## src/rtl/err_log_fifo.sv

```systemverilog
// Error-word sink: completes the 4-phase req/ack handshake with the error manager,
// buffers words in a show-ahead FIFO and counts words dropped while full.
module err_log_fifo #(
    parameter int unsigned DEPTH_LOG2 = 4,
    parameter int unsigned OVF_W      = 16
) (
    input  logic                  clk,
    input  logic                  rst,
    input  logic                  err_req,
    input  logic [31:0]           err_data,
    output logic                  err_ack,
    input  logic                  rd_req,
    output logic [31:0]           rd_data,
    output logic                  empty,
    output logic                  full,
    output logic [DEPTH_LOG2:0]   count,
    output logic [OVF_W-1:0]      ovf_cnt,
    input  logic                  ovf_clr
);

    localparam int unsigned DEPTH = 1 << DEPTH_LOG2;
    localparam int unsigned DW    = 32;
    localparam int unsigned PW    = DEPTH_LOG2;
    localparam int unsigned CW    = DEPTH_LOG2 + 1;
    localparam logic [OVF_W-1:0] OVF_MAX = '1;

    typedef enum logic {
        S_IDLE = 1'b0,
        S_ACK  = 1'b1
    } state_t;

    state_t          state_q;
    state_t          state_d;
    logic            ack_d;
    logic            capture_c;
    logic            wr_en_c;
    logic            pop_c;
    logic            drop_c;
    logic [CW-1:0]   count_d;
    logic [PW-1:0]   wr_ptr;
    logic [PW-1:0]   rd_ptr;
    logic [DW-1:0]   mem [DEPTH];

    // State register
    always_ff @(posedge clk) begin
        if (rst) begin
            state_q <= S_IDLE;
        end else begin
            state_q <= state_d;
        end
    end

    // Next-state logic
    always_comb begin
        state_d = S_IDLE;
        case (state_q)
            S_IDLE:  state_d = err_req ? S_ACK : S_IDLE;
            S_ACK:   state_d = err_req ? S_ACK : S_IDLE;
            default: state_d = S_IDLE;
        endcase
    end

    // FSM outputs: one capture per request, taken only in S_IDLE
    always_comb begin
        ack_d     = 1'b0;
        capture_c = 1'b0;
        case (state_q)
            S_IDLE: begin
                capture_c = err_req;
                ack_d     = err_req;
            end
            S_ACK: begin
                ack_d = err_req;
            end
            default: begin
                ack_d     = 1'b0;
                capture_c = 1'b0;
            end
        endcase
    end

    // A full FIFO still accepts a word when the same cycle's pop frees a slot
    assign pop_c   = rd_req && !empty;
    assign wr_en_c = capture_c && (!full || rd_req);
    assign drop_c  = capture_c && full && !rd_req;
    assign count_d = count + CW'(wr_en_c) - CW'(pop_c);

    always_ff @(posedge clk) begin
        if (rst) begin
            err_ack <= 1'b0;
        end else begin
            err_ack <= ack_d;
        end
    end

    always_ff @(posedge clk) begin
        if (rst) begin
            wr_ptr <= '0;
            rd_ptr <= '0;
            count  <= '0;
            empty  <= 1'b1;
            full   <= 1'b0;
        end else begin
            if (wr_en_c) begin
                wr_ptr <= wr_ptr + PW'(1);
            end
            if (pop_c) begin
                rd_ptr <= rd_ptr + PW'(1);
            end
            count <= count_d;
            empty <= (count_d == '0);
            full  <= (count_d == CW'(DEPTH));
        end
    end

    // Storage is intentionally left unreset
    always_ff @(posedge clk) begin
        if (!rst && wr_en_c) begin
            mem[wr_ptr] <= err_data;
        end
    end

    assign rd_data = empty ? '0 : mem[rd_ptr];

    // Saturating drop counter; a clear coinciding with a drop leaves it at 1
    always_ff @(posedge clk) begin
        if (rst) begin
            ovf_cnt <= '0;
        end else if (drop_c) begin
            if (ovf_clr) begin
                ovf_cnt <= OVF_W'(1);
            end else if (ovf_cnt != OVF_MAX) begin
                ovf_cnt <= ovf_cnt + OVF_W'(1);
            end
        end else if (ovf_clr) begin
            ovf_cnt <= '0;
        end
    end

endmodule
```

## config.mk

```make
export PLATFORM = sky130hd
export DESIGN_NAME = err_log_fifo
export DESIGN_NICKNAME = d
export VERILOG_FILES = /design/src/rtl/err_log_fifo.sv
export SDC_FILE = /design/constraint.sdc
export NUM_CORES = 1
export LEC_CHECK = 0
export ABC_AREA = 1
export BUFFER_PORTS_ARGS = -buffer_cell sky130_fd_sc_hd__buf_2
export CORE_MARGIN = 8
export CORE_UTILIZATION = 45
export CTS_CLUSTER_SIZE = 20
export DETAILED_ROUTE_END_ITERATION = 12
export GPL_ROUTABILITY_DRIVEN = 0
export PLACE_DENSITY = 0.7
export SETUP_SLACK_MARGIN = 0.2
export SKIP_CTS_REPAIR_TIMING = 1
export SLEW_MARGIN = 20
export SYNTH_ARGS = -nofsm -noshare
export SYNTH_HDL_FRONTEND = slang
export SYNTH_SLANG_ARGS = --single-unit
```

## constraint.sdc

```tcl
create_clock -name clk -period 10.7 [get_ports clk]
set_clock_uncertainty 0.2 [all_clocks]
set_input_delay 0.535 -clock clk [delete_from_list [all_inputs] [get_ports clk]]
set_output_delay 0.535 -clock clk [all_outputs]
set_load 0.02 [all_outputs]
```

Yosys cells after proc, flatten, opt, wreduce, memory -nomap -nowiden
Memory sizes are Yosys's and may differ from the RTL's. A register that Yosys moved wholly into a read port is not among the register bits.
Index checks and enable logic that the tools add are counted.
{"block": "totals", "regBits": 33, "mem_bits_rw": 512, "input_bits": 37, "output_inout_bits": 56, "word_cells": 41, "mem_count": 1}
{"block": "classes", "addsub": 5, "eq_ne": 2, "muxes": 11, "n_reduce_logical": 14}
{"memory": "mem", "depth": 16, "width": 32, "read_ports": 1, "rd_clocked_by_memory_dff": 1, "wr": 1, "line_no": "42", "rtl": "logic [DW-1:0] mem [DEPTH];"}
{"operator": "two-way mux 16 bit", "n": 4}
{"operator": "two-way mux 32 bit", "n": 1}
{"operator": "adder 16 x 1 -> 16 bit (second input constant)", "n": 1}
{"operator": "!= test 16 bit (second input constant)", "n": 1}
{"operator": "adder 4 x 1 -> 4 bit (second input constant)", "n": 2}
{"operator": "two-way mux 4 bit", "n": 2}
{"operator": "adder 5 x 1 -> 5 bit", "n": 1}
{"operator": "== test 5 bit (second input constant)", "n": 1}
{"operator": "logical AND 1 bit", "n": 5}
{"operator": "logical NOT 5 bit", "n": 1}
{"operator": "subtractor 5 x 1 -> 5 bit", "n": 1}
{"operator": "logical NOT 1 bit", "n": 4}
{"operator": "two-way mux 1 bit", "n": 4}
{"operator": "nonzero test 2 bit", "n": 2}
{"operator": "AND reduction 2 bit", "n": 1}
{"operator": "logical OR 1 bit", "n": 1}

Longest topological paths before layout
{"block": "depth", "depth_word": 6, "ltp_mapped": 13, "depth_no_buf": 13}

Worst setup path before layout
OpenSTA, ideal clock, no wires.
{"block": "synth_path", "path_type": "input to register", "startpoint": "input port err_req", "endpoint": "memory mem[10][0] (enable)", "setup_ns": 0.461, "arrival_time_ns": 3.230, "t_required_ns": 10.039, "path_slack_ns": 6.809, "path_stages": 6, "n_path_buf": 0, "path_cell_list": "inv_1 > nor2_1 > nand2_1 > inv_1 > nand2_1 > nor3_1"}
{"block": "synth_via", "elab_chain_cells": 5}
{"item": "start, declared", "line_no": "9", "rtl": "input logic err_req,"}
{"item": "two-way mux 1 bit", "line_no": "67", "rtl": "case (state_q)"}
{"item": "logical AND 1 bit", "line_no": "84", "rtl": "assign wr_en_c = capture_c && (!full || rd_req);"}
{"item": "logical AND 1 bit", "line_no": "118", "rtl": "if (!rst && wr_en_c) begin"}
{"item": "two-way mux 1 bit", "line_no": "118"}
{"item": "two-way mux 1 bit (not written as such)", "line_no": "119", "rtl": "mem[wr_ptr] <= err_data;"}
{"item": "end, declared", "line_no": "42"}
Every way passes these cells.

==> summary.md <==
| Metric | Value |
|---|---|
| Die Y | `between 200 and 250 um` |
| Synth top area share | `69.1%` |
| Detail Route Antenna Nets | `0` |
| Smallest hold slack | `roughly 0.09 ns` |
| Final Hold Vio Count | `0` |
| Vias/cell | `between 5 and 6` |
| Max cap viols | `0` |
| Unrepaired setup endpoints after global routing | `no` |
| Slowest CP cell | `inv_6` |
| Worst skew pair latency | `0.60 ns` |
| DRC errors left | `0` |
| Drt total wl | `54800 um` |
| CP top delay family | `buffers and inverters` |
| Routed wire per std cell | `20.5 um` |
| Fin crit share | `~43%` |
| WS Path Type | `flop to output pin` |
| Worst slew pin tran | `around 0.95 ns` |
| Clock Tree Buf Depth | `3` |
| DR iter-0 viols | `1485` |
| Net Count, Synth | `1948` |
| Std-Cell Core Area | `0.0488 mm^2` |
| Initial antenna violation count | `2` |
| Leakage | `8.58 nW` |
| Largest area contributor in the netlist | `edfxtp_1` |
| Port buffer count | `92` |
| Synth area leaders | `edfxtp_1 (69%), nor2_1 (8.0%), o21ai_0 (4.0%)` |
| Sequential area share after synthesis | `between 70 and 80%` |
| Type of origin of the critical path | `flop` |
| H-tree Lvls | `2` |
| Syn_area_per_cell | `11.7 um^2` |
| TritonCTS clock tree | `done` |
| Status | `finished clean` |
| Crit-path cells | `inv_6, buf_6, o21ai_0, nand3_1, nand3_1, a21oi_1, buf_2` |
| Mapped cell area | `0.0223 mm^2` |
| Root buf cell | `clkbuf_16` |
| Unique masters post-synth | `25` |
| Setup violators final | `0` |
| Nets | `2014` |
| IO Count | `slightly above 90` |
| Die footprint | `0.0568 mm^2` |
| Crit-path max cell delay | `0.81 ns` |
| Pwr/cell area | `around 200 mW/mm^2` |
| Synth Register Bits | `548` |
| Clock tree sinks | `between 500 and 600` |
| Pins Over Slew Limit | `0` |
| First-pass GRT wire length | `84000 um` |
| Critical path data arrival time | `3.84 ns` |
| Peak VDD IR | `approximately 0.14 mV` |
| Most frequent CP cell | `nand3_1` |
| Hold WC Path Type | `input pin to flop` |
| Hpwl dp | `27200 um` |
| Vias | `about 15000` |
| Syn Inst Count | `1899` |
| Worst-path clk slew | `0.06 ns` |
| Period minus WS final | `4.58 ns` |
| CP Data Required Time | `approximately 10 ns` |
| Vias in the first global route | `about 15000` |
| Slew margin rel. | `36.4%` |
| DP Area | `0.0233 mm^2` |
| Largest net degree at the start of global routing | `134` |
| Fraction of layout cells with a size suffix above 1 | `10.9%` |
| Overflow after GRT | `0` |
| Row count | `81` |
| Area delta synth->final | `12.6%` |
| Starting Density | `between 40 and 50%` |
| WP buf/inv | `3` |
| Width of the die | `238 um` |
| DR pass1 iterations | `6` |
| Worst setup EP type | `output pin` |
| Total track usage | `19.0%` |
| Total CTS buffers | `55` |
| Crit-path max FO | `133` |
| Setup tns final | `0 ns` |
| Achievable frequency | `around 220 MHz` |
| Final instance area | `0.0251 mm^2` |
| Ys Warns | `0` |
[worst reg2reg max path: cells and delay by family (launching register included)]
family                     cells  cell delay [ns]
xor gates and xnor gates       1             0.16
adders and majority gates      3             0.93
buffers and inverters          4             0.71
and+or+nand+nor                2             0.47
DFF                            1             0.31
AOI/OAI and AO/OA              1             0.23
[path summary, 6_finish.rpt]
path	slack, ns	endpoint	startpoint	depth (start not counted)
max	6.12	rd_data[12]	flop	7
min	0.09	count[1]$_SDFF_PP0_	rst	2
max reg2reg	7.61	full$_SDFF_PP0_	empty$_SDFF_PP1_	11
min reg2reg	0.23	flop	rd_ptr[3]$_SDFFE_PP0P_	1
[layer usage]
layer	vias up	share of wire (%)	track usage, %
met1	7230	40	24.1
met2	631	49	32.0
met4	2	3.2	6.94
met5	-	0.024	0
li1	6869	-	-
met3	141	8.3	4.21
[area by class of cell]
class / count / area [um^2]
Fill cell: 4163 / 23800
Clock buffer: 65 / 1410
Timing Repair Buffer: 120 / 681
Tap cell: 664 / 831
Antenna cell: 1 / 2.50
Inverter: 59 / 229
Multi-Input combinational cell: 1181 / 5490
Clock inverter: 37 / 317
Sequential cell: 548 / 16100
[kinds of logic after synthesis]
family / after synthesis / share of synthesized area, %
AND/OR/NAND/NOR: 814 / 14.8
flip-flops: 548 / 72.3
AO/OA/AOI/OAI: 352 / 8.51
buffers and inverters: 170 / 3.52
adder cells (fa/ha/maj): 12 / 0.708
XOR/XNOR: 3 / 0.118
[cells in the final DEF (no fill, tap or decap), drive strengths merged, types with 2 or more instances in the layout]
cell type  count
clkinv        28
bufinv         5
inv           62
a21oi         50
nand2        157
edfxtp       512
o211ai        52
nand3        161
dfxtp         36
nor3           9
xnor2          2
clkbuf        65
buf          119
ha            11
nor2         472
nand4         14
o21ai        249
[report_power, final]
| part | switching (mW) | total (mW) | internal (mW) |
|---|---|---|---|
| combinational | 0.548 | 0.776 | 0.228 |
| sequential | 0.0404 | 2.41 | 2.37 |
| clock | 0.794 | 1.86 | 1.06 |
| total | 1.38 | 5.05 | 3.67 |
[sequential cells by signal, indices dropped and copies added (netlist names), named ones only]
register,cells
mem,512
ovf_cnt,16
count,5
rd_ptr,4
wr_ptr,4
empty,1
full,1
state_q,1
[cells in the mapped netlist]
library cell  instances
buf_4                 8
o21ai_0             179
nor2_1              472
nand2_1             157
xnor2_1               2
or2_2                 1
inv_1                55
fa_1                  1
edfxtp_1            512
buf_6                12
o21ai_1              70
xor2_1                1
clkbuf_1             60
dfxtp_1              36
inv_2                 3
buf_2                21
clkinv_1              1
a21oi_1              50
nand3_1             161
o211ai_1             52
ha_1                 11
o21bai_1              1
buf_1                10
nor3_1                9
nand4_1              14
[metrics by stage]
stage | util (%) | std cells | power, mW | worst slack [ns]
6_report | 51.3 | 2675 | 5.05 | 6.12
3_3_place_gp | 47.7 | 2571 | 3.21 | 6.44
2_1_floorplan | - | 1899 | 3.00 | 6.81
5_1_grt | 51.3 | 2674 | 5.26 | 5.82
3_5_place_dp | 47.7 | 2571 | 3.24 | 6.40
4_1_cts | 51.3 | 2673 | 5.08 | 5.74
Power figures use the tool's default switching activity.
